### src/rtl/tmds_pkg.sv
// tmds_pkg: control-token constants, FSM state encoding and symbol width for the TMDS receive path.
package tmds_pkg;

    localparam int SYM_W = 10;

    localparam logic [SYM_W-1:0] TOKEN_C00 = 10'b1101010100;
    localparam logic [SYM_W-1:0] TOKEN_C01 = 10'b0010101011;
    localparam logic [SYM_W-1:0] TOKEN_C10 = 10'b0101010100;
    localparam logic [SYM_W-1:0] TOKEN_C11 = 10'b1010101011;

    typedef enum logic [1:0] {
        SEARCH = 2'd0,
        VERIFY = 2'd1,
        LOCKED = 2'd2
    } state_t;

    // Bit offset into the 20-bit window steps 0..9 and wraps.
    function automatic logic [3:0] next_offset(input logic [3:0] off);
        return (off == 4'd9) ? 4'd0 : off + 4'd1;
    endfunction

endpackage

### src/rtl/tmds_symbol_decode.sv
// tmds_symbol_decode: combinational decode of one aligned 10-bit TMDS symbol into
// a control-token flag with its C1/C0 value, and the 8-bit data byte it would carry.
module tmds_symbol_decode
    import tmds_pkg::*;
(
    input  logic [SYM_W-1:0] q,
    output logic             is_token,
    output logic [1:0]       ctrl,
    output logic [7:0]       data
);

    logic [7:0] dp;

    always_comb begin
        is_token = 1'b1;
        ctrl     = 2'b00;
        case (q)
            TOKEN_C00: ctrl = 2'b00;
            TOKEN_C01: ctrl = 2'b01;
            TOKEN_C10: ctrl = 2'b10;
            TOKEN_C11: ctrl = 2'b11;
            default:   is_token = 1'b0;
        endcase
    end

    // q[9] undoes the DC-balance inversion, q[8] selects XOR or XNOR chaining.
    always_comb begin
        dp      = q[9] ? ~q[7:0] : q[7:0];
        data    = 8'h00;
        data[0] = dp[0];
        for (int i = 1; i < 8; i++) begin
            data[i] = q[8] ? (dp[i] ^ dp[i-1]) : ~(dp[i] ^ dp[i-1]);
        end
    end

endmodule

### src/rtl/tmds_decoder.sv
// tmds_decoder: one TMDS channel receiver - finds word alignment from control-token runs and decodes symbols.
// Defining TMDS_DEC_ERRCNT_EN adds err_count, a saturating count of short control runs ending while locked.
module tmds_decoder
    import tmds_pkg::*;
#(
    parameter int LOCK_COUNT = 8,
    parameter int TIMEOUT    = 4096,
    parameter int TIMEOUT_W  = 12
) (
    input  logic             clock,
    input  logic             reset,
    input  logic             ce,
    input  logic [SYM_W-1:0] sym_in,
    output logic [7:0]       data,
    output logic [1:0]       ctrl,
    output logic             de,
    output logic             locked,
`ifdef TMDS_DEC_ERRCNT_EN
    output logic [15:0]      err_count,
`endif
    output logic [3:0]       offset
);

    localparam int RUN_W = $clog2(LOCK_COUNT + 1);

    logic [SYM_W-1:0]   prev;
    logic [2*SYM_W-1:0] cat;
    logic [SYM_W-1:0]   sym;
    logic               is_token;
    logic [1:0]         tok_ctrl;
    logic [7:0]         dec_data;

    state_t             state, state_nx;
    logic [3:0]         offset_nx;
    logic [RUN_W-1:0]   run, run_nx;
    logic [TIMEOUT_W-1:0] timer, timer_nx;
    logic [7:0]         data_nx;
    logic [1:0]         ctrl_nx;
    logic               de_nx;

    assign cat = {sym_in, prev};
    assign sym = cat[offset +: SYM_W];

    tmds_symbol_decode u_decode (
        .q        (sym),
        .is_token (is_token),
        .ctrl     (tok_ctrl),
        .data     (dec_data)
    );

    // prev is a pure data pipeline stage, so it keeps loading through reset.
    always_ff @(posedge clock) begin
        if (ce) begin
            prev <= sym_in;
        end
    end

    always_comb begin
        state_nx  = state;
        offset_nx = offset;
        run_nx    = run;
        timer_nx  = timer;
        case (state)
            SEARCH: begin
                if (is_token) begin
                    state_nx = VERIFY;
                    run_nx   = RUN_W'(1);
                end else begin
                    offset_nx = next_offset(offset);
                end
            end
            VERIFY: begin
                if (is_token) begin
                    run_nx = run + RUN_W'(1);
                    if (run == RUN_W'(LOCK_COUNT - 1)) begin
                        state_nx = LOCKED;
                        timer_nx = '0;
                    end
                end else begin
                    state_nx  = SEARCH;
                    run_nx    = '0;
                    offset_nx = next_offset(offset);
                end
            end
            LOCKED: begin
                // A token always clears the timer, even on the cycle it would expire.
                if (is_token) begin
                    timer_nx = '0;
                    if (run != RUN_W'(LOCK_COUNT)) begin
                        run_nx = run + RUN_W'(1);
                    end
                end else begin
                    run_nx = '0;
                    if (timer == TIMEOUT_W'(TIMEOUT - 1)) begin
                        state_nx = SEARCH;
                        timer_nx = '0;
                    end else begin
                        timer_nx = timer + TIMEOUT_W'(1);
                    end
                end
            end
            default: begin
                state_nx  = SEARCH;
                offset_nx = '0;
                run_nx    = '0;
                timer_nx  = '0;
            end
        endcase
    end

    // Outputs follow the state being entered so de/ctrl are only ever seen alongside locked=1.
    always_comb begin
        data_nx = data;
        ctrl_nx = ctrl;
        de_nx   = 1'b0;
        if (state_nx != LOCKED) begin
            data_nx = 8'h00;
            ctrl_nx = 2'b00;
        end else if (is_token) begin
            ctrl_nx = tok_ctrl;
        end else begin
            de_nx   = 1'b1;
            data_nx = dec_data;
        end
    end

    always_ff @(posedge clock) begin
        if (!reset) begin
            state  <= SEARCH;
            offset <= '0;
            run    <= '0;
            timer  <= '0;
            data   <= 8'h00;
            ctrl   <= 2'b00;
            de     <= 1'b0;
            locked <= 1'b0;
        end else if (ce) begin
            state  <= state_nx;
            offset <= offset_nx;
            run    <= run_nx;
            timer  <= timer_nx;
            data   <= data_nx;
            ctrl   <= ctrl_nx;
            de     <= de_nx;
            locked <= (state_nx == LOCKED);
        end
    end

`ifdef TMDS_DEC_ERRCNT_EN
    logic short_run_end;

    assign short_run_end = (state == LOCKED) && !is_token &&
                           (run != '0) && (run < RUN_W'(LOCK_COUNT));

    always_ff @(posedge clock) begin
        if (!reset) begin
            err_count <= 16'h0000;
        end else if (ce && short_run_end && (err_count != 16'hFFFF)) begin
            err_count <= err_count + 16'h0001;
        end
    end
`endif

endmodule

### config.mk
export PLATFORM = sky130hd
export DESIGN_NAME = tmds_decoder
export DESIGN_NICKNAME = d
export VERILOG_FILES = /design/src/rtl/tmds_pkg.sv /design/src/rtl/tmds_symbol_decode.sv /design/src/rtl/tmds_decoder.sv
export SDC_FILE = /design/constraint.sdc
export NUM_CORES = 1
export LEC_CHECK = 0
export CAP_MARGIN = 0
export CORE_MARGIN = 3
export CORE_UTILIZATION = 55
export DETAILED_ROUTE_END_ITERATION = 12
export PLACE_DENSITY = 0.79
export SLEW_MARGIN = 0
export SYNTH_ARGS = -nofsm -noshare
export SYNTH_HDL_FRONTEND = slang
export SYNTH_SLANG_ARGS = --single-unit
### constraint.sdc
create_clock -name clock -period 4.41 [get_ports clock]
set_input_delay 1.1025 -clock clock [delete_from_list [all_inputs] [get_ports clock]]
set_output_delay 1.1025 -clock clock [all_outputs]
set_load 0.005 [all_outputs]
---- After elaboration in Yosys (flattened, before gate mapping) ----
Index checks and enable logic that the tools add are counted.
word-level totals
  logic and storage cells ................. 92
  output and inout bits ................... 16
  bits in registers ....................... 44
  input port bits ......................... 13
cells by class
  $add $sub $neg .......................... 3
  shift operators ......................... 1
  muxes and demuxes ....................... 35
  equality and inequality tests ........... 18
  reductions and logical operators ........ 9
  bitwise logic cells ..................... 17
operators with widths
  kind                     count
  $mux W12                 4
  $pmux W12 S3             1
  $mux W4                  6
  $mux W8                  3
  $eq A10 B10 Y1 const B   2
  $shiftx A20 B5 Y10       1
  $mux W2                  7
  $add A12 B1 Y12 const B  1
  $eq A12 B12 Y1 const B   1
  $pmux W2 S3              2
  $pmux W4 S3              1
  $eq A10 B8 Y1 const B    1
  $eq A10 B9 Y1 const B    1
  $mux W1                  10
  $ne A2 B2 Y1 const B     5
  $not A1 Y1               9
  $add A4 B1 Y4 const B    2
  $not A8 Y8               1
  $pmux W4 S2              1
  $xor A1 B1 Y1            7
  $reduce_and A3 Y1        2
  $eq A2 B2 Y1 const B     2
  $eq A4 B3 Y1 const B     1
  $eq A4 B4 Y1 const B     1
  10 further kinds         11

---- Logic depth before layout (Yosys ltp) ----
  depth after elaboration ................. 9
  gate-level depth with buffers ........... 18
  gate-level depth less buffers ........... 14

---- Modules after synthesis ----
A second synthesis with hierarchy kept.
second synthesis, totals
  cells, all modules ...................... 334
  area total of the unflattened synthesis .. 3134.3 sq um
by module, submodules not included
  module              seq. area each (sq um)  instances  cells an instance  area each (sq um)
  tmds_decoder        980.9                   1          299                2855.2
  tmds_symbol_decode  0.0                     1          35                 279.0

---- Worst setup path after synthesis ----
OpenSTA, ideal clock, no wires.
  path type ............................... input to register
  start ................................... in sym_in[7]
  end ..................................... reg timer[11]
  setup slack ............................. 0.741 ns
  arrival time ............................ 3.599 ns
  setup time .............................. 0.070 ns
  required time ........................... 4.340 ns
  stages .................................. 14
  cells stage by stage .................... mux4_2 > mux2_2 > nand2_1 > o221ai_1 > inv_1 > ha_1 > nand4_1 > a31oi_1 > o21a_1 > o211ai_1 > and2_1 > buf_6 > or3_1 > a21oi_1
between the ends
  cells in the longest elaborated chain, start to end .. 6
  elaborated cells between the ends (all ways) .. 11
  classes of those cells .................. eq/ne (5); shift (1); mux (3); reduce/logical (2)
ends and longest elaborated chain
  element                                            line                      source
  start: declaration                                 tmds_decoder.sv:13        input logic [SYM_W-1:0] sym_in,
  $shiftx A20 B5 Y10 *                               tmds_decoder.sv:42        assign sym = cat[offset +: SYM_W];
  $eq A10 B10 Y1 (tied with other cells)             tmds_symbol_decode.sv:17  case (q)
  $reduce_or A4 Y1 (no source line) *                -
  $mux W1 *                                          tmds_symbol_decode.sv:17
  $mux W12 or $ne A2 B2 Y1 (tied branches)           -
  $pmux W12 S3 or $reduce_and A4 Y1 (tied branches)  -
  end signal: assignment                             tmds_decoder.sv:141       timer <= timer_nx;
  end: declaration                                   tmds_decoder.sv:36        logic [TIMEOUT_W-1:0] timer, timer_nx;
Mark *: on every way between the ends. The rest lies on a longest branch, timed or not.
A chain may end at the register's enable or synchronous reset.

---- Worst setup path after layout ----
  start ................................... in sym_in[4]
  end ..................................... reg timer[3]
The elaborated chain is that of the path after synthesis.

==> key figures <==
STA
  • Rel. slew slack: between 30% and 40%
  • Worst Skew: approximately 6.3 ps
  • Fin. Hold Viols: 0
  • Max Slew Vio Count: 0
  • Final setup fails: 0
  • Final period util: about 92%
  • Crit path time final: approximately 4000 ps
  • Final Hold Slack: 474 ps
  • Setup TNS: 0 ps
  • Least-Margin Pin Slew: 947 ps
  • F_max: around 250 MHz
  • RSZ-0062 raised after global routing: no

Power
  • Switch share: a little over a quarter
  • Peak VDD IR: between 150 and 200 uV
  • Comb power frac: approximately 23%
  • Clock share of power: about a third
  • Pleak: 1.26 nW
  • Seq pwr share: between 40% and 50%
  • Cell Pwr Density: approximately 280 mW/mm^2
  • P_sw: ~270 uW
  • Int Pwr: about 700 uW

CTS
  • CTS tree: yes
  • Hold_buf cts: 0
  • Reg clk slew, reported paths: 80 ps
  • CTS Sinks: 44
  • Clk_lat worst skew: 300 ps
  • Post-CTS repair timing setup buffer count: 0
  • Num CTS Buffers: 5
  • Post-CTS resize count: 0
  • H-tree depth: 2
  • Root buf cell: clkbuf_8
  • Clock tree buffer depth: 2

Logic synthesis
  • Async S/R FF share, synth: 0%
  • Post-synth EDFFs: 10
  • Top FF cell, synth: dfxtp_1
  • Post-synthesis adder-cell area fraction: between 7 and 8%
  • Synth top area share: between 20% and 30%
  • Synth Area in Simple Gates: 16.8%
  • Combinational family with the most area after synthesis: compound AO/OA/AOI/OAI gates
  • Area leader, netlist: dfxtp_1
  • Synth Warn #: 0
  • Post-synthesis compound-gate area fraction: between 10% and 20%
  • Net count after synthesis: 360
  • Sequential-to-total area share from yosys stat: between 30% and 40%
  • Synth Register Bits: between 40 and 50
  • Dominant cell by count in the synthesized netlist: dfxtp_1
  • Cells taking the most area after synthesis: dfxtp_1 (23%), edfxtp_1 (10%), ha_1 (7.1%), mux4_2 (6.7%), mux2i_1 (6.0%)
  • XOR/XNOR Fraction of Synth Area: 4.65%
  • Mux cell area share after synthesis: 15.3%
  • Synthesized instance count: 330
  • Library cells used by synthesis: 56
  • Post-Synthesis Mean Instance Area: approximately 9.1 sq um
  • Top cells by instance count after synthesis: dfxtp_1 (34), nand2_1 (26), nor2_1 (22)
  • Cell Area, Synth: between 0.003 and 0.004 sq mm

Global route
  • Global-route wire length before repair: ~12 mm
  • Total track usage: between 20% and 30%
  • Grt total ovfl: 0
  • Vias in the first global route: between 2k and 2.5k
  • Largest net degree at the start of global routing: 29
  • Antenna violations before repair: 0

Die
  • Die Span Y: 80.0 microns
  • DIE WIDTH: approximately 80 microns
  • Initial Utilization: 57.9%
  • Full die area: 0.00640 sq mm
  • I/O pin total: 29
  • Core Area: approximately 0.0052 sq mm
  • Row Count: 26

Place
  • Port bufs: 28
  • RD Place Congestion: between 0.9 and 1
  • HPWL Detailed: just under 5 mm

Cells and area
  • Layout cell share with drive strength beyond 1: 12.4%
  • Nets: between 300 and 400
  • Area Growth Syn to Fin: 16.1%
  • Antenna diodes: 0
  • Filler cells: ~430
  • Core Util, Final: 67.2%

Route
  • Drt wl/cell: approximately 16 microns
  • Drt pass-1 iters: 4
  • Detailed-route wire length: just under 7 mm
  • Vias: approximately 2.6k
  • DRC: 0
  • Antenna Nets Post-Route: 0
  • Initial DRC Count: between 200 and 250
  • Via/cell ratio: roughly 6.0

Run
  • Maxcap violations: 0

Setup path
  • CP Capture Type: flip-flop
  • Crit-path max FO: 13
  • WP data required: 4640 ps
  • CP arrival: around 4300 ps
  • Critical Path Source Type: input port
  • Critical path type: in2reg

Run status
  • Status: finished, final reports clean

Hold path
  • Worst hold path type: reg2reg
==> metal layers <==
layer / vias to the layer above / global-route usage, % / routed length (microns)
met5: - / 0 / 0
met4: 0 / 6.08 / 87
met3: 8 / 4.06 / 355
met2: 74 / 38.5 / 3350
met1: 1223 / 29.6 / 2950
li1: 1272 / - / -
==> power by group through the flow <==
stage               registers, mW  logic [mW]  clock network (mW)
finish                      0.437       0.222               0.310
global route                0.439       0.246               0.332
CTS                         0.437       0.223               0.315
detailed placement          0.446       0.221                   0
global placement            0.445       0.219                   0
floorplan                   0.436       0.167                   0
==> flip-flops by register name, indices dropped and copies added, names as in the netlist <==
| signal | count |
|---|---|
| run | 4 |
| locked | 1 |
| prev | 10 |
| state | 2 |
| offset | 4 |
| data | 8 |
| timer | 12 |
| de | 1 |
| ctrl | 2 |
==> kinds of logic (layout without fill, tap and decap cells) <==
family          after synthesis  count (layout)
xor+xnor                     16              16
simple gates                101             101
mux                          34              34
buf+inv                      39              71
flops                        44              44
fa+ha+maj                    17              17
compound gates               79              79
==> per-stage QoR <==
step	power [mW]	instances	setup WS, ps	cell area (sq um)
after floorplan	0.604	330	741	3010
after global placement	0.664	424	77.3	3390
after detailed placement	0.667	424	43.9	3390
after CTS	0.974	432	350	3500
after global routing	1.02	432	50.1	3500
final	0.968	432	335	3500
==> final cells by class <==
class                      count  area [sq um]  area share [%]
inverter                      22          82.6            2.36
clock buffer                   5          68.8            1.97
multi-input combinational    247          1860            53.1
sequential                    44           981            28.0
clock inverter                 3          42.5            1.22
tap                           70          87.6            2.50
timing repair buffer          41           378            10.8
==> final timing paths <==
check / startpoint / end / slack, ps / cells past startpoint
max reg2reg: offset[0]$_SDFFE_PN0P_ / timer[3]$_SDFFE_PN0P_ / 570 / 13
min reg2reg: data[2]$_SDFFE_PN0P_ / data[2]$_SDFFE_PN0P_ / 470 / 1
max: sym_in[4] / timer[3]$_SDFFE_PN0P_ / 340 / 14
min: data[2]$_SDFFE_PN0P_ / data[2]$_SDFFE_PN0P_ / 470 / 1
==> worst max-delay path, cell delays in order <==
cell	delay, ps
clkdlybuf4s50_1	490
mux4_2	550
mux2_2	300
nor2_1	90
a31o_2	130
inv_1	60
ha_1	190
nand4_1	70
a31oi_1	50
o21a_1	210
or2_2	440
nor2_1	260
o21ai_0	180
nor2_1	180
==> cells in the final DEF, fill, tap and decap left out, types with 13 or more instances in the layout <==
cell type and count:
ha_1 17, clkdlybuf4s50_1 28, nor2_1 22, a21oi_1 19
buf_4 13, nand2_1 26, nand3_1 19, o21ai_0 17
mux2i_1 18, inv_1 20, dfxtp_1 34
No activity file was read; power rests on OpenSTA's default activity.
